File: config.mk
export PLATFORM = sky130hd
export DESIGN_NAME = vga_sync_gen
export DESIGN_NICKNAME = d
export VERILOG_FILES = /design/src/rtl/vga_pkg.sv /design/src/rtl/wrap_counter.sv /design/src/rtl/vga_sync_gen.sv
export SDC_FILE = /design/constraint.sdc
export NUM_CORES = 1
export LEC_CHECK = 0
export BUFFER_PORTS_ARGS = -buffer_cell sky130_fd_sc_hd__buf_2
export CORE_MARGIN = 5
export CORE_UTILIZATION = 57
export DETAILED_ROUTE_END_ITERATION = 12
export PLACE_DENSITY_LB_ADDON = 0.15
export SLEW_MARGIN = 20
export SYNTH_ARGS = -nofsm -noshare
export SYNTH_HDL_FRONTEND = slang
export SYNTH_HIERARCHICAL = 1
export SYNTH_SLANG_ARGS = --single-unit
File: constraint.sdc
create_clock -name Clk -period 3.67 [get_ports Clk]
set_input_delay 0.367 -clock Clk [delete_from_list [all_inputs] [get_ports Clk]]
set_output_delay 0.367 -clock Clk [all_outputs]
set_load 0.05 [all_outputs]
File: src/rtl/vga_pkg.sv
// VGA 640x480@60 timing constants and shared types.
// Coordinates are 10-bit for both axes.
package vga_pkg;

  localparam int CW = 10;

  localparam int H_VISIBLE = 640;
  localparam int H_FP      = 16;
  localparam int H_SYNC    = 96;
  localparam int H_BP      = 48;
  localparam int H_TOTAL   = H_VISIBLE + H_FP + H_SYNC + H_BP;

  localparam int V_VISIBLE = 480;
  localparam int V_FP      = 10;
  localparam int V_SYNC    = 2;
  localparam int V_BP      = 33;
  localparam int V_TOTAL   = V_VISIBLE + V_FP + V_SYNC + V_BP;

  typedef logic [CW-1:0] coord_t;

  function automatic logic in_span(
    input coord_t v,
    input int     lo,
    input int     hi
  );
    return (int'(v) >= lo) && (int'(v) <= hi);
  endfunction

endpackage

File: src/rtl/wrap_counter.sv
// Modulo counter with enable; resets to its last value so the
// first enabled step lands on zero and raises wrap.
module wrap_counter
  import vga_pkg::*;
#(
  parameter int MOD = 800
) (
  input  logic   clk_i,
  input  logic   rst_ni,
  input  logic   en_i,
  output coord_t cnt_o,
  output coord_t next_o,
  output logic   wrap_o
);

  localparam coord_t LAST = coord_t'(MOD - 1);

  coord_t cnt_q;

  // next value and wrap strobe, visible before the edge
  always_comb begin
    wrap_o = en_i && (cnt_q == LAST);
    next_o = cnt_q;
    if (en_i) begin
      next_o = (cnt_q == LAST) ? '0 : cnt_q + 1'b1;
    end
  end

  // count register
  always_ff @(posedge clk_i) begin
    if (!rst_ni) cnt_q <= LAST;
    else         cnt_q <= next_o;
  end

  assign cnt_o = cnt_q;

endmodule

File: src/rtl/vga_sync_gen.sv
// VGA raster generator: pixel strobe, position counters and
// registered sync/blank decoded from the upcoming position.
module vga_sync_gen #(
  parameter int H_VISIBLE = vga_pkg::H_VISIBLE,
  parameter int H_FP      = vga_pkg::H_FP,
  parameter int H_SYNC    = vga_pkg::H_SYNC,
  parameter int H_BP      = vga_pkg::H_BP,
  parameter int V_VISIBLE = vga_pkg::V_VISIBLE,
  parameter int V_FP      = vga_pkg::V_FP,
  parameter int V_SYNC    = vga_pkg::V_SYNC,
  parameter int V_BP      = vga_pkg::V_BP
) (
  input  logic            Clk,
  input  logic            Reset_n,
  output logic            VGA_CLK,
  output logic            pix_en,
  output logic            VGA_HS,
  output logic            VGA_VS,
  output logic            VGA_BLANK_N,
  output logic            VGA_SYNC_N,
  output vga_pkg::coord_t DrawX,
  output vga_pkg::coord_t DrawY,
  output logic            frame_start,
  output logic            line_start
);

  import vga_pkg::*;

  localparam int HT    = H_VISIBLE + H_FP + H_SYNC + H_BP;
  localparam int VT    = V_VISIBLE + V_FP + V_SYNC + V_BP;
  localparam int HS_LO = H_VISIBLE + H_FP;
  localparam int HS_HI = HS_LO + H_SYNC - 1;
  localparam int VS_LO = V_VISIBLE + V_FP;
  localparam int VS_HI = VS_LO + V_SYNC - 1;

  logic   phase_q, phase_d;
  logic   pix_en_q;
  logic   hs_q, vs_q, blank_n_q;
  logic   fs_q, ls_q;
  logic   hs_d, vs_d, blank_n_d;
  coord_t x_q, x_nxt, y_q, y_nxt;
  logic   h_wrap, v_wrap;

  wrap_counter #(.MOD(HT)) u_hcnt (
    .clk_i  (Clk),
    .rst_ni (Reset_n),
    .en_i   (pix_en_q),
    .cnt_o  (x_q),
    .next_o (x_nxt),
    .wrap_o (h_wrap)
  );

  wrap_counter #(.MOD(VT)) u_vcnt (
    .clk_i  (Clk),
    .rst_ni (Reset_n),
    .en_i   (h_wrap),
    .cnt_o  (y_q),
    .next_o (y_nxt),
    .wrap_o (v_wrap)
  );

  // decode from the position the counters are about to hold
  always_comb begin
    phase_d   = ~phase_q;
    hs_d      = ~in_span(x_nxt, HS_LO, HS_HI);
    vs_d      = ~in_span(y_nxt, VS_LO, VS_HI);
    blank_n_d = (int'(x_nxt) < H_VISIBLE) &&
                (int'(y_nxt) < V_VISIBLE);
  end

  // phase, strobe and decoded outputs share the counter edge
  always_ff @(posedge Clk) begin
    if (!Reset_n) begin
      phase_q   <= 1'b0;
      pix_en_q  <= 1'b0;
      hs_q      <= 1'b1;
      vs_q      <= 1'b1;
      blank_n_q <= 1'b0;
      fs_q      <= 1'b0;
      ls_q      <= 1'b0;
    end else begin
      phase_q   <= phase_d;
      pix_en_q  <= phase_d;
      hs_q      <= hs_d;
      vs_q      <= vs_d;
      blank_n_q <= blank_n_d;
      fs_q      <= v_wrap;
      ls_q      <= h_wrap;
    end
  end

  assign VGA_CLK     = phase_q;
  assign pix_en      = pix_en_q;
  assign VGA_HS      = hs_q;
  assign VGA_VS      = vs_q;
  assign VGA_BLANK_N = blank_n_q;
  assign VGA_SYNC_N  = 1'b0;
  assign DrawX       = x_q;
  assign DrawY       = y_q;
  assign frame_start = fs_q;
  assign line_start  = ls_q;

endmodule
==> results.toml, run 1 <==
[run_status]
status = "complete, no violations"

[floorplanning]
die_h_um = 58.3
rows = 17
io_pins = 30
coreArea_um2 = 2210
die_x_um = 58.3
floorplan.die_area_um2 = 3390
initial_core_util_pct = 60.0

[timing]
fmax_ghz = 0.356
finalCritPeriodShare_pct = 76.6
fin_worst_skew_ns = 0.00273
min_period_ns = 2.81
rsz0062_at_grt = "no"
finalHoldViolCount = 0
whs_ns = 0.373
tns_ns = 0
maxSlewViolCount = 0
setup_violations = 0

[synthesis]
ys_warn_count = 6
syn_area_um2 = 1330
synth_area_per_cell_um2 = 8.91
syn_nets = 154
syn_inst = 149

[placed_design]
portBuffers = 28
place.gp.congestion = 0.907
hpwl_um = 2520

[setup_path]
r2r_cells = 8
critPathSlowestCell = "or4_1"
crit_path_max_fanout = 12
crit_path_end_kind = "flip-flop"
r2r-end = "VGA_VS"
startpoint_type = "flip-flop"
cp_slowest_stage_delay_ns = 0.58
path_cells = "ha_1 > nand4_1 > nor3_4 > nand2_1 > or4_1 > nand2_1 > and4_4 > nand4b_1"
worstSetupPathType = "reg -> reg"
startpoint = "u_hcnt/cnt_o[1]"
critical_path_arrival_ns = 3.00
rrSetupSlack_ns = 0.86
cpMostUsedCell = "nand2_1"
critPathRequiredTime_ns = 3.86
regToRegStartpoint = "u_hcnt/cnt_o[1]"

[power_and_ir_drop]
ir_drop_v = 0.000489
p_leak_uw = 0.000648
power_density_nw_per_um2 = 646

[grt]
grt_pass1_wl_um = 5680
grt_max_degree = 18
first_global_vias = 1292
antenna_found_initial = 0
grtUsageTotal_pct = 21.0
grt_overflow_total = 0

[detailed_routing]
ant_nets = 0
wl_per_cell_um = 16.2
via_per_inst = 6.36
finalWirelength_um = 3330
post-route-drc-count = 0
firstDrtPassIters = 5
vias = 1310
drt-initial-drc-count = 66

[clock_tree]
clock-sinks = 26
cts_root_buf = "clkbuf_4"
clock_path_buffers = 2
numCtsBuffers = 3
cts_setup_buffers = 0
cts_tree = "built"
ctsHoldBuffers = 0
h-tree-depth = 1
clk_latency_ns = 0.31
clk_pin_slew_worst_paths_ns = 0.13
ctsResizeCount = 0

[final_layout]
multi_input_area_um2 = 764
area_growth_syn_to_layout_pct = 14.4
ff_latch_area_um2 = 520
nNetsFinal = 184
fillers = 195
num_antenna_cells = 0
drive_above_1_share_pct = 25.8

[run]
drv_cap = 0

[hold_path]
min_to = "u_vcnt/cnt_o[9]"
whs_path_depth = 2
min_from = "Reset_n"
min_path_type = "in -> reg"
==> cells in the final DEF (no fill, tap or decap), drive strengths merged, types with 3 or more instances in the layout <==
cell    count
ha          3
a21oi      12
dfxtp      26
or2         3
o21ai      11
nand2      17
buf        28
o31ai       5
inv         6
nor3        4
clkbuf      4
nor4        3
nor2        3
xor2        4
and4        4
nand4       7
xnor2       3
nand3       5
or3         6
==> per-layer routing <==
metal | wire length, um | vias to the layer above | GRT usage [%]
li1 | - | 620 | -
met1 | 1300 | 610 | 25.2
met2 | 1730 | 74 | 36.5
met3 | 259 | 6 | 3.12
met4 | 42 | 0 | 9.27
met5 | 0 | - | 0
==> layout make-up <==
cell class	instances	area share [%]
timing repair buffer	28	9.23
clock buffer	4	2.39
sequential	26	34.3
tap	28	2.31
multi-input combinational	114	50.3
inverter	6	1.48
==> stage by stage <==
| step | area [um^2] | std cells | utilization [%] | total power (uW) | setup slack [ns] |
|---|---|---|---|---|---|
| 3_5_place_dp | 1480 | 202 | 67.0 | 836 | 0.887 |
| 4_1_cts | 1520 | 206 | 68.7 | 978 | 0.862 |
| 5_1_grt | 1520 | 206 | 68.7 | 1040 | 0.568 |
| 3_3_place_gp | 1480 | 202 | 67.0 | 824 | 1.12 |
| 6_report | 1520 | 206 | 68.7 | 981 | 0.858 |
| 2_1_floorplan | 1330 | 149 | - | 732 | 0.874 |
==> how the worst max path moves through the flow <==
stage,to,slack [ns],cells after the start
2_1_floorplan,VGA_VS,0.87,8
3_3_place_gp,VGA_VS,1.12,8
3_5_place_dp,VGA_VS,0.89,8
4_1_cts,VGA_VS,0.86,8
5_1_grt,VGA_VS,0.57,8
6_report,VGA_VS,0.86,8
==> sequential cells by signal, indices dropped and copies added (netlist names) <==
name          count
frame_start       1
pix_en            1
VGA_BLANK_N       1
VGA_VS            1
VGA_HS            1
line_start        1
u_hcnt/cnt_o     10
u_vcnt/cnt_o     10
==> where the power goes <==
group	internal, uW	switching, uW
clock	60.5	79.7
combinational	137	320
sequential	323	60.3
total	521	460
==> worst max-delay path, delay by kind of cell (launching register included) <==
family / cells / cell delay [ns]
AND/OR/NAND/NOR: 7 / 1.96
flip-flops: 1 / 0.46
adder cells (fa/ha/maj): 1 / 0.28
Power figures use the tool's default switching activity.
==> run 2, diff against run 1 <==
- CORE_UTILIZATION: 57 -> 53
- clock period: 3.67 -> 2.75 ns (I/O delays scaled with it)
==> results.toml, run 2 (same netlist as run 1, synthesis figures left out) <==
[timing]
tns_ns = 0
setup_violations = 0
min_period_ns = 2.51
finalHoldViolCount = 0
rsz0062_at_grt = "no"
maxSlewViolCount = 0
finalCritPeriodShare_pct = 91.2
fin_worst_skew_ns = 0.00481
fmax_ghz = 0.399

[detailed_routing]
firstDrtPassIters = 4
post-route-drc-count = 0
ant_nets = 0
via_per_inst = 5.99
finalWirelength_um = 3110
vias = 1264
wl_per_cell_um = 14.7
drt-initial-drc-count = 61

[grt]
grt_overflow_total = 0
grt_max_degree = 18
antenna_found_initial = 0
first_global_vias = 1202
grtUsageTotal_pct = 19.4
grt_pass1_wl_um = 5310

[placed_design]
portBuffers = 28
dpl-instance-area_um2 = 1500
hpwl_um = 2400
place.gp.congestion = 0.838

[setup_path]
critPathRequiredTime_ns = 2.94
startpoint = "u_hcnt/cnt_o[0]"
regToRegStartpoint = "u_hcnt/cnt_o[0]"
rrSetupSlack_ns = 0.24
r2r_cells = 9
crit_path_end_kind = "flip-flop"
worstSetupPathType = "reg -> reg"
crit_path_max_fanout = 7
r2r-end = "VGA_VS"
startpoint_type = "flip-flop"
crit_end = "VGA_VS"
critical_path_arrival_ns = 2.70

[floorplanning]
rows = 18
io_pins = 30
coreArea_um2 = 2430
die_h_um = 60.0
initial_core_util_pct = 54.6
floorplan.die_area_um2 = 3610
die_x_um = 60.0

[clock_tree]
clk_latency_ns = 0.31
cts_setup_buffers = 0
cts_tree = "built"
numCtsBuffers = 3
h-tree-depth = 1
ctsResizeCount = 0
clk_pin_slew_worst_paths_ns = 0.13
clock_path_buffers = 2
clock-sinks = 26
ctsHoldBuffers = 0
cts_root_buf = "clkbuf_4"

[final_layout]
area_growth_syn_to_layout_pct = 16.0
final_common_cell = "buf_2"
final_cell_mix = "buf_2, dfxtp_1, nand2_1"
drive_above_1_share_pct = 28.2
design_area_um2 = 1540
nNetsFinal = 188
num_antenna_cells = 0

[power_and_ir_drop]
power_density_nw_per_um2 = 829
p_leak_uw = 0.000661
ir_drop_v = 0.000659

[run]
drv_cap = 0

[run_status]
status = "complete, no violations"

[hold_path]
min_path_type = "in -> reg"
## run 2: cell count changes in the layout (fill, tap and decap cells not counted), sizes merged
cell and delta:
buf +4, clkbuf -1
## run 2: metal layers
metal | wire length [um] | up-vias | part of all wire [%] | track usage (%)
li1 | - | 626 | - | -
met2 | 1590 | 34 | 51 | 33.8
met5 | 0 | - | 0 | 0
met4 | 56 | 0 | 1.8 | 9.49
met3 | 150 | 8 | 4.8 | 3.02
met1 | 1310 | 596 | 42 | 23.0
## run 2: cell type report
cell class / instances / area [um^2]
Clock buffer: 3 / 22.5
Tap cell: 30 / 37.5
Multi-Input combinational cell: 114 / 764
Inverter: 6 / 22.5
Fill cell: 229 / 892
Sequential cell: 26 / 523
Timing Repair Buffer: 32 / 170
## run 2: worst min path at each step
stage | startpoint | to | slack (ns) | cells after the start
after CTS | Reset_n | u_vcnt/cnt_o[9] | 0.25 | 2
after global placement | u_vcnt/cnt_o[0] | u_vcnt/cnt_o[0] | 0.52 | 2
after floorplan | Reset_n | u_hcnt/cnt_o[9] | 0.35 | 1
after global routing | Reset_n | u_hcnt/cnt_o[9] | 0.25 | 2
final | Reset_n | u_vcnt/cnt_o[9] | 0.26 | 2
after detailed placement | u_vcnt/cnt_o[0] | u_vcnt/cnt_o[0] | 0.54 | 2
## run 2: report_power, final
group	internal, uW	switching, uW
Combinational	196	414
Clock	51.2	104
Sequential	433	77.6
## run 2: worst max-delay path, stage by stage (launching register included)
cell and delay (ns):
dfxtp_2 0.41, ha_1 0.23, nand4_1 0.26, nor3_4 0.33, buf_4 0.17, nand4_1 0.18, or3_1 0.41, nand2_1 0.08
and4_4 0.23, nand4b_1 0.10
## run 2: stage by stage
| stage | hold WS, ns | total power, uW | utilization (%) | instances | setup WS, ns |
|---|---|---|---|---|---|
| after floorplan | 0.346 | 979 | - | 149 | 0.0943 |
| after global placement | 0.521 | 1110 | 61.8 | 206 | 0.346 |
| after detailed placement | 0.542 | 1120 | 61.8 | 206 | 0.245 |
| after CTS | 0.254 | 1280 | 62.7 | 209 | 0.221 |
| after global routing | 0.253 | 1370 | 63.3 | 211 | 0.0557 |
| final | 0.265 | 1280 | 63.3 | 211 | 0.241 |
